<file path="src/rtl/perf_ctrl.sv">
// perf_ctrl: Wishbone-controlled measurement window sequencer for external
// performance counters. Software programs a window length, starts a run, and
// the block pulses cnt_clr, holds cnt_en for the window, then pulses snap so
// the counters capture their values. Optional continuous mode re-arms after
// every window; DONE is sticky and can raise a level interrupt.
module perf_ctrl #(
    parameter logic [31:0] BASE_ADR   = 32'h99000100,
    parameter logic [31:0] RST_WINDOW = 32'd1000
) (
    input  logic        clk,
    input  logic        rst,
    input  logic        wb_cyc,
    input  logic        wb_stb,
    input  logic        wb_we,
    input  logic [31:0] wb_adr,
    input  logic [31:0] wb_dat_o,
    output logic [31:0] wb_dat_i,
    output logic        wb_ack,
    output logic        wb_err,
    output logic        wb_rty,
    output logic        cnt_clr,
    output logic        cnt_en,
    output logic        snap,
    output logic        irq
);

    typedef enum logic [1:0] {
        S_IDLE  = 2'd0,
        S_CLEAR = 2'd1,
        S_RUN   = 2'd2,
        S_DONE  = 2'd3
    } state_t;

    state_t      state;
    logic        ack_q;
    logic [31:0] dat_q;
    logic        cont_q;
    logic        irq_en_q;
    logic        done_q;
    logic [31:0] window_q;
    logic [31:0] win_q;
    logic [31:0] elapsed_q;
    logic [31:0] runs_q;

    // Address decode: the block spans 32 bytes so offsets past RUNS still ack
    // and read as zero.
    logic [31:0] off;
    logic [2:0]  reg_idx;
    logic        in_block;
    logic        sel;
    logic        acc;
    logic        wr_acc;
    logic        rd_acc;
    logic        ctrl_wr;
    logic        status_wr;
    logic        window_wr;
    logic        start_req;
    logic        stop_req;
    logic        expire;
    logic        run_end;
    logic [31:0] rdata;

    assign off       = wb_adr - BASE_ADR;
    assign in_block  = (off < 32'h20);
    assign reg_idx   = off[4:2];
    assign sel       = wb_cyc & wb_stb & in_block;
    assign acc       = sel & ~ack_q;
    assign wr_acc    = acc & wb_we;
    assign rd_acc    = acc & ~wb_we;
    assign ctrl_wr   = wr_acc & (reg_idx == 3'd0);
    assign status_wr = wr_acc & (reg_idx == 3'd1);
    assign window_wr = wr_acc & (reg_idx == 3'd2);

    // STOP has priority over START when both bits are written together.
    assign start_req = ctrl_wr & wb_dat_o[0] & ~wb_dat_o[1];
    assign stop_req  = ctrl_wr & wb_dat_o[1];

    // A zero window never expires; only STOP ends such a run.
    assign expire  = (state == S_RUN) && (win_q != 32'd0) && (elapsed_q == win_q - 32'd1);
    // Expiry and STOP in the same cycle end the window once.
    assign run_end = (state == S_RUN) && (stop_req || expire);

    // Counter controls decode from the registered state; gating with rst
    // keeps a reset mid-window from producing a snap pulse.
    assign cnt_clr  = ~rst & (state == S_CLEAR);
    assign cnt_en   = ~rst & (state == S_RUN);
    assign snap     = ~rst & run_end;
    assign irq      = done_q & irq_en_q;
    assign wb_ack   = ack_q;
    assign wb_dat_i = dat_q;
    assign wb_err   = 1'b0;
    assign wb_rty   = 1'b0;

    // Read multiplexer for the register map.
    always_comb begin
        rdata = 32'd0;
        case (reg_idx)
            3'd0:    rdata = {28'd0, irq_en_q, cont_q, 2'b00};
            3'd1:    rdata = {29'd0, done_q, state};
            3'd2:    rdata = window_q;
            3'd3:    rdata = elapsed_q;
            3'd4:    rdata = runs_q;
            default: rdata = 32'd0;
        endcase
    end

    // Bus handshake: one ack per access, read data captured alongside it.
    always_ff @(posedge clk) begin
        if (rst) begin
            ack_q <= 1'b0;
            dat_q <= 32'd0;
        end else begin
            ack_q <= acc;
            dat_q <= rd_acc ? rdata : 32'd0;
        end
    end

    // Software-visible configuration and the sticky DONE flag (set beats W1C).
    always_ff @(posedge clk) begin
        if (rst) begin
            cont_q   <= 1'b0;
            irq_en_q <= 1'b0;
            window_q <= RST_WINDOW;
            done_q   <= 1'b0;
        end else begin
            if (ctrl_wr) begin
                cont_q   <= wb_dat_o[2];
                irq_en_q <= wb_dat_o[3];
            end
            if (window_wr) begin
                window_q <= wb_dat_o;
            end
            if (run_end) begin
                done_q <= 1'b1;
            end else if (status_wr && wb_dat_o[2]) begin
                done_q <= 1'b0;
            end
        end
    end

    // Window sequencer: IDLE/DONE -> CLEAR -> RUN -> DONE, or back to CLEAR
    // in continuous mode; the window length is latched on every CLEAR entry.
    always_ff @(posedge clk) begin
        if (rst) begin
            state     <= S_IDLE;
            win_q     <= 32'd0;
            elapsed_q <= 32'd0;
            runs_q    <= 32'd0;
        end else begin
            case (state)
                S_IDLE, S_DONE: begin
                    if (start_req) begin
                        state     <= S_CLEAR;
                        win_q     <= window_q;
                        elapsed_q <= 32'd0;
                    end
                end
                S_CLEAR: begin
                    state <= stop_req ? S_DONE : S_RUN;
                end
                S_RUN: begin
                    if (run_end) begin
                        runs_q <= runs_q + 32'd1;
                        if (!stop_req && cont_q) begin
                            state     <= S_CLEAR;
                            win_q     <= window_q;
                            elapsed_q <= 32'd0;
                        end else begin
                            state <= S_DONE;
                        end
                    end else begin
                        elapsed_q <= elapsed_q + 32'd1;
                    end
                end
                default: state <= S_IDLE;
            endcase
        end
    end

endmodule

</file>
<file path="config.mk">
export PLATFORM = sky130hd
export DESIGN_NAME = perf_ctrl
export DESIGN_NICKNAME = d
export VERILOG_FILES = /design/src/rtl/perf_ctrl.sv
export SDC_FILE = /design/constraint.sdc
export NUM_CORES = 1
export LEC_CHECK = 0
export ABC_CLOCK_PERIOD_IN_PS = 4100
export CORE_ASPECT_RATIO = 1.2
export CORE_MARGIN = 2
export CORE_UTILIZATION = 39
export CTS_CLUSTER_DIAMETER = 30
export CTS_CLUSTER_SIZE = 12
export DETAILED_ROUTE_END_ITERATION = 6
export DONT_BUFFER_PORTS = 1
export GPL_TIMING_DRIVEN = 0
export HOLD_SLACK_MARGIN = 0.02
export SYNTH_ARGS = -nofsm -noshare
export SYNTH_HDL_FRONTEND = slang
export SYNTH_SLANG_ARGS = --single-unit
</file>
<file path="constraint.sdc">
create_clock -name clk -period 4.1 [get_ports clk]
set_clock_uncertainty 0.1 [all_clocks]
set_input_delay 0.205 -clock clk [delete_from_list [all_inputs] [get_ports clk]]
set_output_delay 0.205 -clock clk [all_outputs]
set_load 0.03 [all_outputs]
</file>
==> results.py, run 1 <==
metrics = {
    "worst_setup_path": {
        "required_ns": 3.80,
        "crit_fanout": 10,
        "r2r_slack_ns": 0.12,
        "cp_num_buf_inv": 2,
        "cpMostUsedCell": "buf_2",
        "crit_chain": "buf_2 -> nor3_4 -> nand4_4 -> buf_2 -> o31ai_1 -> nand4b_1 -> nor4_2 -> nand4_1 -> nor3b_2 -> o21ai_0 -> nor2_2",
        "path_class": "flip-flop to output port",
        "critPathLaunchType": "flip-flop",
        "cp-end-kind": "output port",
        "critical-path-top-delay-family": "simple AND/OR/NAND/NOR gates",
        "crit_arrival_ns": 3.74,
        "critical_path.slowest_cell": "nor4_2",
        "cp_slowest_stage_delay_ns": 0.43,
    },
    "synthesis": {
        "async_flop_share_pct": 0,
        "netlist_area_um2": 9388,
        "synth.avg_cell_area_um2": 7.889,
        "synth_edf_count": 0,
        "syn_inst": 1190,
        "yosys_warnings": 0,
        "seq_area_frac_synth_pct": 35.40,
        "synthFlopType": "dfxtp_1",
        "ys_types": 79,
        "synth_seq_cells": 166,
    },
    "power_and_ir_drop": {
        "p_leak_uw": 0.004207,
        "total_power_uw": 3592,
        "power_density_nw_per_um2": 330.7,
        "ir_drop_mv": 0.2492,
    },
    "min_path": {
        "hold_class": "primary input to flip-flop",
    },
    "clock_network": {
        "cts_sinks": 166,
        "clockRootBuffer": "clkbuf_16",
        "cts_buffers": 17,
        "clk_pin_slew_ns": 0.07,
        "clk_path_buf_depth": 2,
        "cts_max_level": 4,
        "insertion_delay_ns": 0.44,
        "cts_tree": "built",
    },
    "detailed_routing": {
        "num_vias": 9124,
        "first_pass_iters": 7,
        "remaining_drc_errors": 0,
        "drt_iter0_markers": 711,
        "final_antenna_net_count": 0,
        "wl_per_cell_um": 19.42,
        "routed_via_density": 5.789,
        "wirelength_um": 30600,
    },
    "layout": {
        "layout_commonest_cell": "dfxtp_1",
        "regArea_um2": 3323,
        "mostFrequentLayoutCells": "dfxtp_1 (166), nand2_1 (150), nor2_1 (122)",
        "antenna_cells": 0,
        "nFillCells": 2420,
        "stdcell_count": 1576,
        "multi_input_area_um2": 5766,
        "area_delta_synth_final_pct": 15.73,
        "nets": 1321,
        "drive_above_1_share_pct": 9.475,
    },
    "floorplanning": {
        "fp.dieW_um": 145.6,
        "fp-row-count": 62,
        "dieArea_um2": 25330,
        "core-area_um2": 23820,
        "ios": 108,
        "initial_core_util_pct": 39.42,
        "die_h_um": 174.0,
    },
    "grt": {
        "grt_use_total_pct": 23.75,
        "grt_first_pass_wirelength_um": 47800,
        "grt_antenna_before_repair": 0,
        "grt_max_degree": 17,
        "grt_pass1_vias": 8568,
        "grt_overflow": 0,
    },
    "sta": {
        "layout_min_cycle_time_ns": 4.042,
        "slew_violations": 0,
        "fin_crit_sh_pct": 98.57,
        "relSlewSlack_pct": 42.99,
        "setup_viol": 0,
        "hold_violations": 0,
        "max_freq_mhz": 247.4,
        "tightestPinTransition_ns": 0.8551,
    },
    "placed_design": {
        "place_inst": 1511,
        "dp_hpwl_um": 23520,
        "gp_congestion": 0.9436,
        "portBuffers": 0,
    },
    "run": {
        "maxCapViolCount": 0,
    },
    "outcome": {
        "status": "finished clean",
    },
}
tightest hold or removal path, cell delays in order:
cell,delay (ns)
a21oi_1,0.02
nand2_1,0.22
a21oi_1,0.06
area by class of cell:
cell class                 instances  area share [%]
timing repair buffer              36           3.294
buffer                            80           3.455
inverter                          13          0.4492
clock buffer                      18           4.042
sequential                       166           30.59
clock inverter                    12           1.417
tap                              320           3.685
multi-input combinational        931           53.07
per-stage QoR:
step	setup slack, ns	utilization, %	area (um2)	hold WS [ns]	setup TNS, ns
detailed placement	-0.6366	41.12	9792	0.2368	-37.67
finish	0.05849	45.62	10860	0.02368	0
global placement	-0.5380	41.12	9792	0.2362	-31.04
floorplan	0.6763	-	9392	0.2292	0
global route	-0.001124	45.62	10860	0.05418	-0.001124
CTS	0.006430	45.37	10800	0.02031	0
what timing repair did:
item | 4_1_cts | 5_1_grt
pin swaps | 2 | 1
gates resized for setup | 10 | 10
buffers inserted | 1 | 0
endpoints found under the hold margin | 37 | 0
hold buffers | 35 | 0
cloned | 0 | 0
setup endpoints to repair | 97 | 63
worst paths after layout:
check	from	end	cells past startpoint
max	win_q[2]	snap	11
min	wb_we	wb_dat_i[3]	3
max reg2reg	win_q[0]	runs_q[31]	12
min reg2reg	window_q[30]	window_q[30]	2
per-layer routing:
metal	part of all wire [%]	vias to the layer above	global-route usage, %	routed length [um]
met5	0	-	0	0
li1	-	4385	-	-
met3	5.1	46	3.018	1549
met4	2.2	0	7.884	667
met2	49	299	41.69	15120
met1	43	4394	30.17	13260
synthesized netlist by cell type (all sizes together), types with 6 or more instances:
cell	n	area, um2
nor4b	8	76.32
mux2i	38	380.4
or4	8	67.56
o31ai	6	45.04
and4	6	52.55
inv	13	48.80
o21ai	47	246.5
o211ai	6	45.04
and3	42	264.0
a211o	26	227.7
nand2	150	563.0
nand4b	7	61.31
xor2	17	148.9
buf	22	157.7
and2	12	77.58
a21oi	71	359.1
or3	14	92.59
nand4	29	202.7
dfxtp	166	3323
ha	7	87.58
xnor2	24	210.2
nand3	79	395.4
nor2	123	461.7
a31o	11	96.35
clkbuf	59	221.5
or2	11	68.81
mux2	23	259.0
nor2b	29	181.4
nor4	23	162.7
nor3	44	235.2
a22oi	8	60.06
registers in the layout (all words and copies together) (netlist names), 2 cells and up:
register	flops
elapsed_q	32
runs_q	32
state	2
wb_dat_i	32
win_q	32
window_q	32
report_power, final:
part           leakage [uW]  switching [uW]  internal, uW
Sequential          0.00134            7.00          1620
Clock              0.000284             691           969
Combinational       0.00259             184           124
Total               0.00421             883          2710
cells by family (layout without fill, tap and decap cells):
| kind of cell | Yosys count | count (layout) | share of synthesized area, % |
|---|---|---|---|
| and+or+nand+nor | 608 | 608 | 33.49 |
| AOI/OAI and AO/OA | 212 | 212 | 14.94 |
| DFF | 166 | 166 | 35.40 |
| buffers and inverters | 94 | 159 | 4.558 |
| muxes | 61 | 61 | 6.811 |
| xor gates and xnor gates | 41 | 41 | 3.825 |
| adders and majority gates | 7 | 7 | 0.9329 |
| other | 1 | 2 | 0.03995 |
(Power assumes the default switching activity.)
==> run 2: changes to the inputs <==
CORE_MARGIN = 1.5   (was 2)
==> run 2 against run 1 <==
  * Global-route usage grew 1.0 points
  * Sequential cell count is the same
  * Clock power grew 4%
  * Sequential power is essentially flat
  * Critical path type unchanged
  * Highest routed layer unchanged
  * Power grew 1.8%
  * Core utilization grew 0.14 points
  * Combinational power shrank 1%
  * Critical path depth is the same
==> results.py, run 2 (synthesis gave the netlist of run 1 again) <==
metrics = {
    "sta": {
        "fin_crit_sh_pct": 97.70,
        "max_freq_mhz": 249.7,
        "slew_violations": 0,
        "hold_violations": 0,
        "rsz0062_at_grt": "false",
        "setup_viol": 0,
        "tns_ns": 0,
        "layout_min_cycle_time_ns": 4.006,
        "relSlewSlack_pct": 43.10,
        "tightestPinTransition_ns": 0.8416,
    },
    "worst_setup_path": {
        "required_ns": 3.80,
        "path_class": "flip-flop to output port",
        "crit_fanout": 9,
        "crit_arrival_ns": 3.70,
        "crit_start": "win_q[0]",
        "cp-end-kind": "output port",
        "critPathLaunchType": "flip-flop",
        "rr_startpoint": "win_q[0]",
    },
    "clock_network": {
        "cts_buffers": 17,
        "cts_tree": "built",
        "clk_pin_slew_ns": 0.07,
        "cts_setup_buffers": 0,
        "clockRootBuffer": "clkbuf_16",
        "cts_max_level": 4,
        "clk_path_buf_depth": 2,
        "insertion_delay_ns": 0.43,
        "cts_sinks": 166,
    },
    "layout": {
        "drive_above_1_share_pct": 9.387,
        "mostFrequentLayoutCells": "dfxtp_1 (166), nand2_1 (150), nor2_1 (122)",
        "nets": 1320,
        "antenna_cells": 0,
        "area_delta_synth_final_pct": 16.07,
        "post-route-util_pct": 45.76,
        "layout_commonest_cell": "dfxtp_1",
    },
    "detailed_routing": {
        "num_vias": 8983,
        "wl_per_cell_um": 19.34,
        "wirelength_um": 30500,
        "remaining_drc_errors": 0,
        "drt_iter0_markers": 677,
        "final_antenna_net_count": 0,
        "first_pass_iters": 5,
        "routed_via_density": 5.696,
    },
    "power_and_ir_drop": {
        "ir_drop_mv": 0.2610,
        "p_sw_uw": 887.7,
        "p_leak_uw": 0.004209,
        "power.internal_uw": 2769,
        "power_frac_seq_pct": 44.4,
        "power_frac_clock_pct": 47.3,
        "power_density_nw_per_um2": 335.6,
        "pwr-share-comb_pct": 8.3,
        "sw_frac_of_total_pct": 24.27,
    },
    "floorplanning": {
        "fp-row-count": 62,
        "fp.dieW_um": 144.6,
        "core-area_um2": 23820,
        "die_h_um": 173.0,
        "initial_core_util_pct": 39.42,
        "ios": 108,
        "dieArea_um2": 25010,
    },
    "grt": {
        "grt_first_pass_wirelength_um": 47730,
        "grt_overflow": 0,
        "grt_use_total_pct": 24.79,
        "grt_antenna_before_repair": 0,
        "grt_pass1_vias": 8513,
        "grt_max_degree": 17,
    },
    "min_path": {
        "hold_path_startpoint": "wb_we",
        "hold_class": "primary input to flip-flop",
    },
    "placed_design": {
        "gp_congestion": 0.9392,
        "portBuffers": 0,
        "dp_hpwl_um": 23650,
    },
    "run": {
        "maxCapViolCount": 0,
    },
    "outcome": {
        "status": "finished clean",
    },
}
## run 2: final timing paths
kind | to | slack, ns | depth (start not counted)
max | snap | 0.09 | 11
min | wb_dat_i[3] | 0.05 | 3
max reg2reg | runs_q[31] | 0.11 | 12
min reg2reg | window_q[30] | 0.38 | 2
## run 2: power by group through the flow
stage                     Sequential (uW)  Clock [uW]  Combinational (uW)
after floorplan                      1660           0                 208
after global placement               1660           0                 273
after detailed placement             1660           0                 273
after CTS                            1620        1750                 302
after global routing                 1630        1820                 328
final                                1620        1730                 304
## run 2: per-stage QoR
step | power, uW | area (um2) | hold WS [ns] | worst slack, ns | std cells
6_report | 3657 | 10900 | 0.05261 | 0.09439 | 1577
5_1_grt | 3769 | 10900 | 0.05025 | 0.003298 | 1577
4_1_cts | 3675 | 10830 | 0.03368 | 0.03702 | 1577
3_5_place_dp | 1934 | 9792 | 0.2391 | -0.5401 | 1511
3_3_place_gp | 1934 | 9792 | 0.2330 | -0.5582 | 1511
2_1_floorplan | 1867 | 9392 | 0.2292 | 0.6763 | 1191
## run 2: final cells by class
class                   count  area (um2)
plain buffers              80       377.9
clock inverters            13       193.9
well taps                 320       400.4
flip-flops and latches    166        3323
clock buffers              19       432.9
repair buffers             35       350.3
fillers                  2410       12920
inverters                  13       48.80
multi-input cells         931        5769
## run 2: what timing repair did
action	4_1_cts	5_1_grt
hold buffers	35	0
pin swaps	1	2
hold endpoints to repair	37	0
resized for setup	11	12
setup endpoints to repair	97	62
## run 2: layer usage
| layer | GRT usage (%) | routed length, um |
|---|---|---|
| met2 | 41.99 | 14850 |
| met5 | 0 | 0 |
| met3 | 3.932 | 1497 |
| met4 | 8.670 | 899 |
| met1 | 31.62 | 13250 |
## run 2: worst max-delay path: stages (launching register included)
cell and delay, ns:
dfxtp_1 0.35, inv_1 0.11, ha_2 0.31, nor4b_4 0.32
nand4_1 0.33, nor4_4 0.38, o21ai_0 0.15, nor4_2 0.31
nand4_1 0.15, nor3b_2 0.31, o21ai_0 0.20, nor2_2 0.34
==> run 3: changes to the inputs <==
ABC_AREA = 1   (was unset)
==> run 3 against run 2 <==
  * Synthesized cell count rose by 41%
  * First-iteration DRC count rose by 2.7%
  * Critical path depth rose by 3
  * Largest power group is now combinational logic
==> results.py, run 3 <==
metrics = {
    "sta": {
        "fin_crit_sh_pct": 89.78,
        "tightestPinTransition_ns": 0.7696,
        "max_freq_mhz": 271.7,
        "setup_viol": 0,
        "layout_min_cycle_time_ns": 3.681,
        "relSlewSlack_pct": 48.69,
        "rsz0062_at_grt": "false",
        "tns_ns": 0,
        "slew_violations": 0,
        "hold_violations": 0,
    },
    "layout": {
        "nets": 1810,
        "drive_above_1_share_pct": 6.010,
        "antenna_cells": 0,
        "area_delta_synth_final_pct": 13.64,
        "post-route-util_pct": 45.13,
        "mostFrequentLayoutCells": "nand2_1 (372), nor2_1 (321), inv_1 (203)",
        "multi_input_area_um2": 6098,
        "layout_commonest_cell": "nand2_1",
        "nFillCells": 2818,
        "stdcell_count": 2082,
        "regArea_um2": 3323,
    },
    "worst_setup_path": {
        "cp-end-kind": "output port",
        "critical_path.slowest_cell": "nor3_4",
        "cp_slowest_stage_delay_ns": 0.41,
        "cp_num_buf_inv": 2,
        "critical-path-top-delay-family": "simple AND/OR/NAND/NOR gates",
        "crit_arrival_ns": 3.38,
        "required_ns": 3.80,
        "path_class": "flip-flop to output port",
        "critPathLaunchType": "flip-flop",
        "crit_chain": "clkinv_1 -> ha_1 -> nand2_4 -> nor2_8 -> nand2_1 -> xor2_1 -> nand3_1 -> nor2_1 -> nand3_1 -> nor2_1 -> nand3_2 -> nand2_4 -> inv_1 -> nor3_4",
        "crit_fanout": 9,
    },
    "synthesis": {
        "seq_area_frac_synth_pct": 31.76,
        "syn_inst": 1677,
        "yosys_warnings": 0,
        "synth_seq_cells": 166,
        "ys_types": 53,
        "synth.largest_area_cell": "dfxtp_1",
        "synth_edf_count": 0,
        "synthFlopType": "dfxtp_1",
        "synth_area_leaders": "dfxtp_1 (32%), nand2_1 (13%), nor2_1 (12%)",
        "async_flop_share_pct": 0,
        "synth.avg_cell_area_um2": 6.240,
        "yosysMostFrequentCell": "nand2_1",
        "synthTopCellsByCount": "nand2_1 (372), nor2_1 (321), inv_1 (203)",
        "synth_top_area_share_pct": 31.76,
        "netlist_area_um2": 10460,
    },
    "floorplanning": {
        "die_h_um": 182.4,
        "initial_core_util_pct": 39.71,
        "fp.dieW_um": 152.5,
        "fp-row-count": 65,
        "ios": 108,
        "dieArea_um2": 27830,
        "core-area_um2": 26350,
    },
    "detailed_routing": {
        "final_antenna_net_count": 0,
        "routed_via_density": 5.329,
        "remaining_drc_errors": 0,
        "wirelength_um": 37070,
        "drt_iter0_markers": 695,
        "wl_per_cell_um": 17.80,
        "first_pass_iters": 6,
        "num_vias": 11095,
    },
    "power_and_ir_drop": {
        "total_power_uw": 10200,
        "ir_drop_mv": 0.5175,
        "power_density_nw_per_um2": 858.2,
        "p_leak_uw": 0.004940,
        "sw_frac_of_total_pct": 52.86,
        "power_frac_clock_pct": 16.4,
        "power_frac_seq_pct": 19.5,
        "power.internal_uw": 4810,
        "pwr-share-comb_pct": 64.0,
        "p_sw_uw": 5395,
    },
    "grt": {
        "grt_pass1_vias": 10667,
        "grt_antenna_before_repair": 0,
        "grt_overflow": 0,
        "grt_use_total_pct": 26.92,
        "grt_max_degree": 20,
        "grt_first_pass_wirelength_um": 58240,
    },
    "clock_network": {
        "cts_sinks": 166,
        "cts_buffers": 17,
        "cts_max_level": 4,
        "cts_tree": "built",
        "clk_path_buf_depth": 2,
        "clockRootBuffer": "clkbuf_16",
        "clk_pin_slew_ns": 0.07,
        "insertion_delay_ns": 0.45,
    },
    "placed_design": {
        "gp_congestion": 0.9853,
        "place_inst": 2013,
        "portBuffers": 0,
        "dp_hpwl_um": 29630,
    },
    "outcome": {
        "status": "finished clean",
    },
    "min_path": {
        "hold_class": "primary input to flip-flop",
    },
    "run": {
        "maxCapViolCount": 0,
    },
}
==> run 3: cell count changes in the layout (fill, tap and decap cells not counted), sizes merged, moves of 16 or more <==
cell / before / now
o21ai: 47 / 104
xor2: 17 / 33
nand3: 79 / 115
and3: 42 / 3
clkbuf: 78 / 54
nand4: 29 / 74
mux2: 23 / 0
mux2i: 38 / 0
nand2: 150 / 381
nor2b: 29 / 0
nor2: 123 / 340
inv: 17 / 216
a211o: 26 / 0
==> run 3: kinds of logic (layout without fill, tap and decap cells) <==
group           count (synthesis)  in the layout  synth area share (%)
compound gates                213            213                 11.59
xor+xnor                       48             48                 4.149
fa+ha+maj                       7              7                0.8370
buf+inv                       266            335                 10.10
flops                         166            166                 31.76
other cells                     1              2               0.03584
simple gates                  976            976                 41.53
==> run 3: power groups by stage <==
| stage | sequential (uW) | clock, uW | combinational, uW |
|---|---|---|---|
| after CTS | 1990 | 1690 | 6490 |
| after global routing | 2020 | 1770 | 7410 |
| after global placement | 2030 | 0 | 6360 |
| after floorplan | 1950 | 0 | 5010 |
| final | 1990 | 1680 | 6530 |
| after detailed placement | 2030 | 0 | 6430 |
==> run 3: per-stage QoR <==
step / cell area, um2 / worst slack (ns) / hold WS, ns
global route: 11890 / 0.1399 / 0.07935
detailed placement: 10890 / 0.2319 / 0.2233
CTS: 11890 / 0.2195 / 0.04827
finish: 11890 / 0.4190 / 0.06459
global placement: 10890 / 0.2712 / 0.2252
floorplan: 10470 / 1.086 / 0.1971
==> run 3: path summary, 6_finish.rpt <==
path	from	end	slack [ns]	cells after the start
worst max-delay path	win_q[0]	snap	0.42	14
worst min-delay path	wb_adr[2]	done_q	0.06	4
worst max register to register	win_q[0]	win_q[9]	0.56	18
worst min register to register	runs_q[3]	runs_q[5]	0.41	2
==> run 3: cell type report <==
cell class | instances | area share, %
Buffer | 56 | 2.262
Clock buffer | 17 | 3.577
Clock inverter | 15 | 1.662
Inverter | 210 | 6.629
Multi-Input combinational cell | 1246 | 51.28
Sequential cell | 166 | 27.95
Tap cell | 335 | 3.525
Timing Repair Buffer | 37 | 3.114
==> run 3: worst min-delay path, delay by kind of cell <==
kind	cells	cell delay, ns
buffers and inverters	1	0.05
AND/OR/NAND/NOR	2	0.18
AO/OA/AOI/OAI	1	0.14
==> run 3: routing by layer <==
layer | part of all wire, % | track usage [%] | up-vias
li1 | - | - | 5569
met1 | 40 | 31.41 | 5008
met2 | 48 | 46.55 | 416
met3 | 5.5 | 4.346 | 102
met4 | 5.8 | 15.92 | 0
met5 | 0 | 0 | -
==> run 3: repair_timing <==
item / 4_1_cts / 5_1_grt
gates resized for setup: 1 / 1
endpoints found under the setup margin: 1 / 1
hold buffers: 37 / 0
setup buffers: 0 / 0
endpoints found under the hold margin: 42 / 0
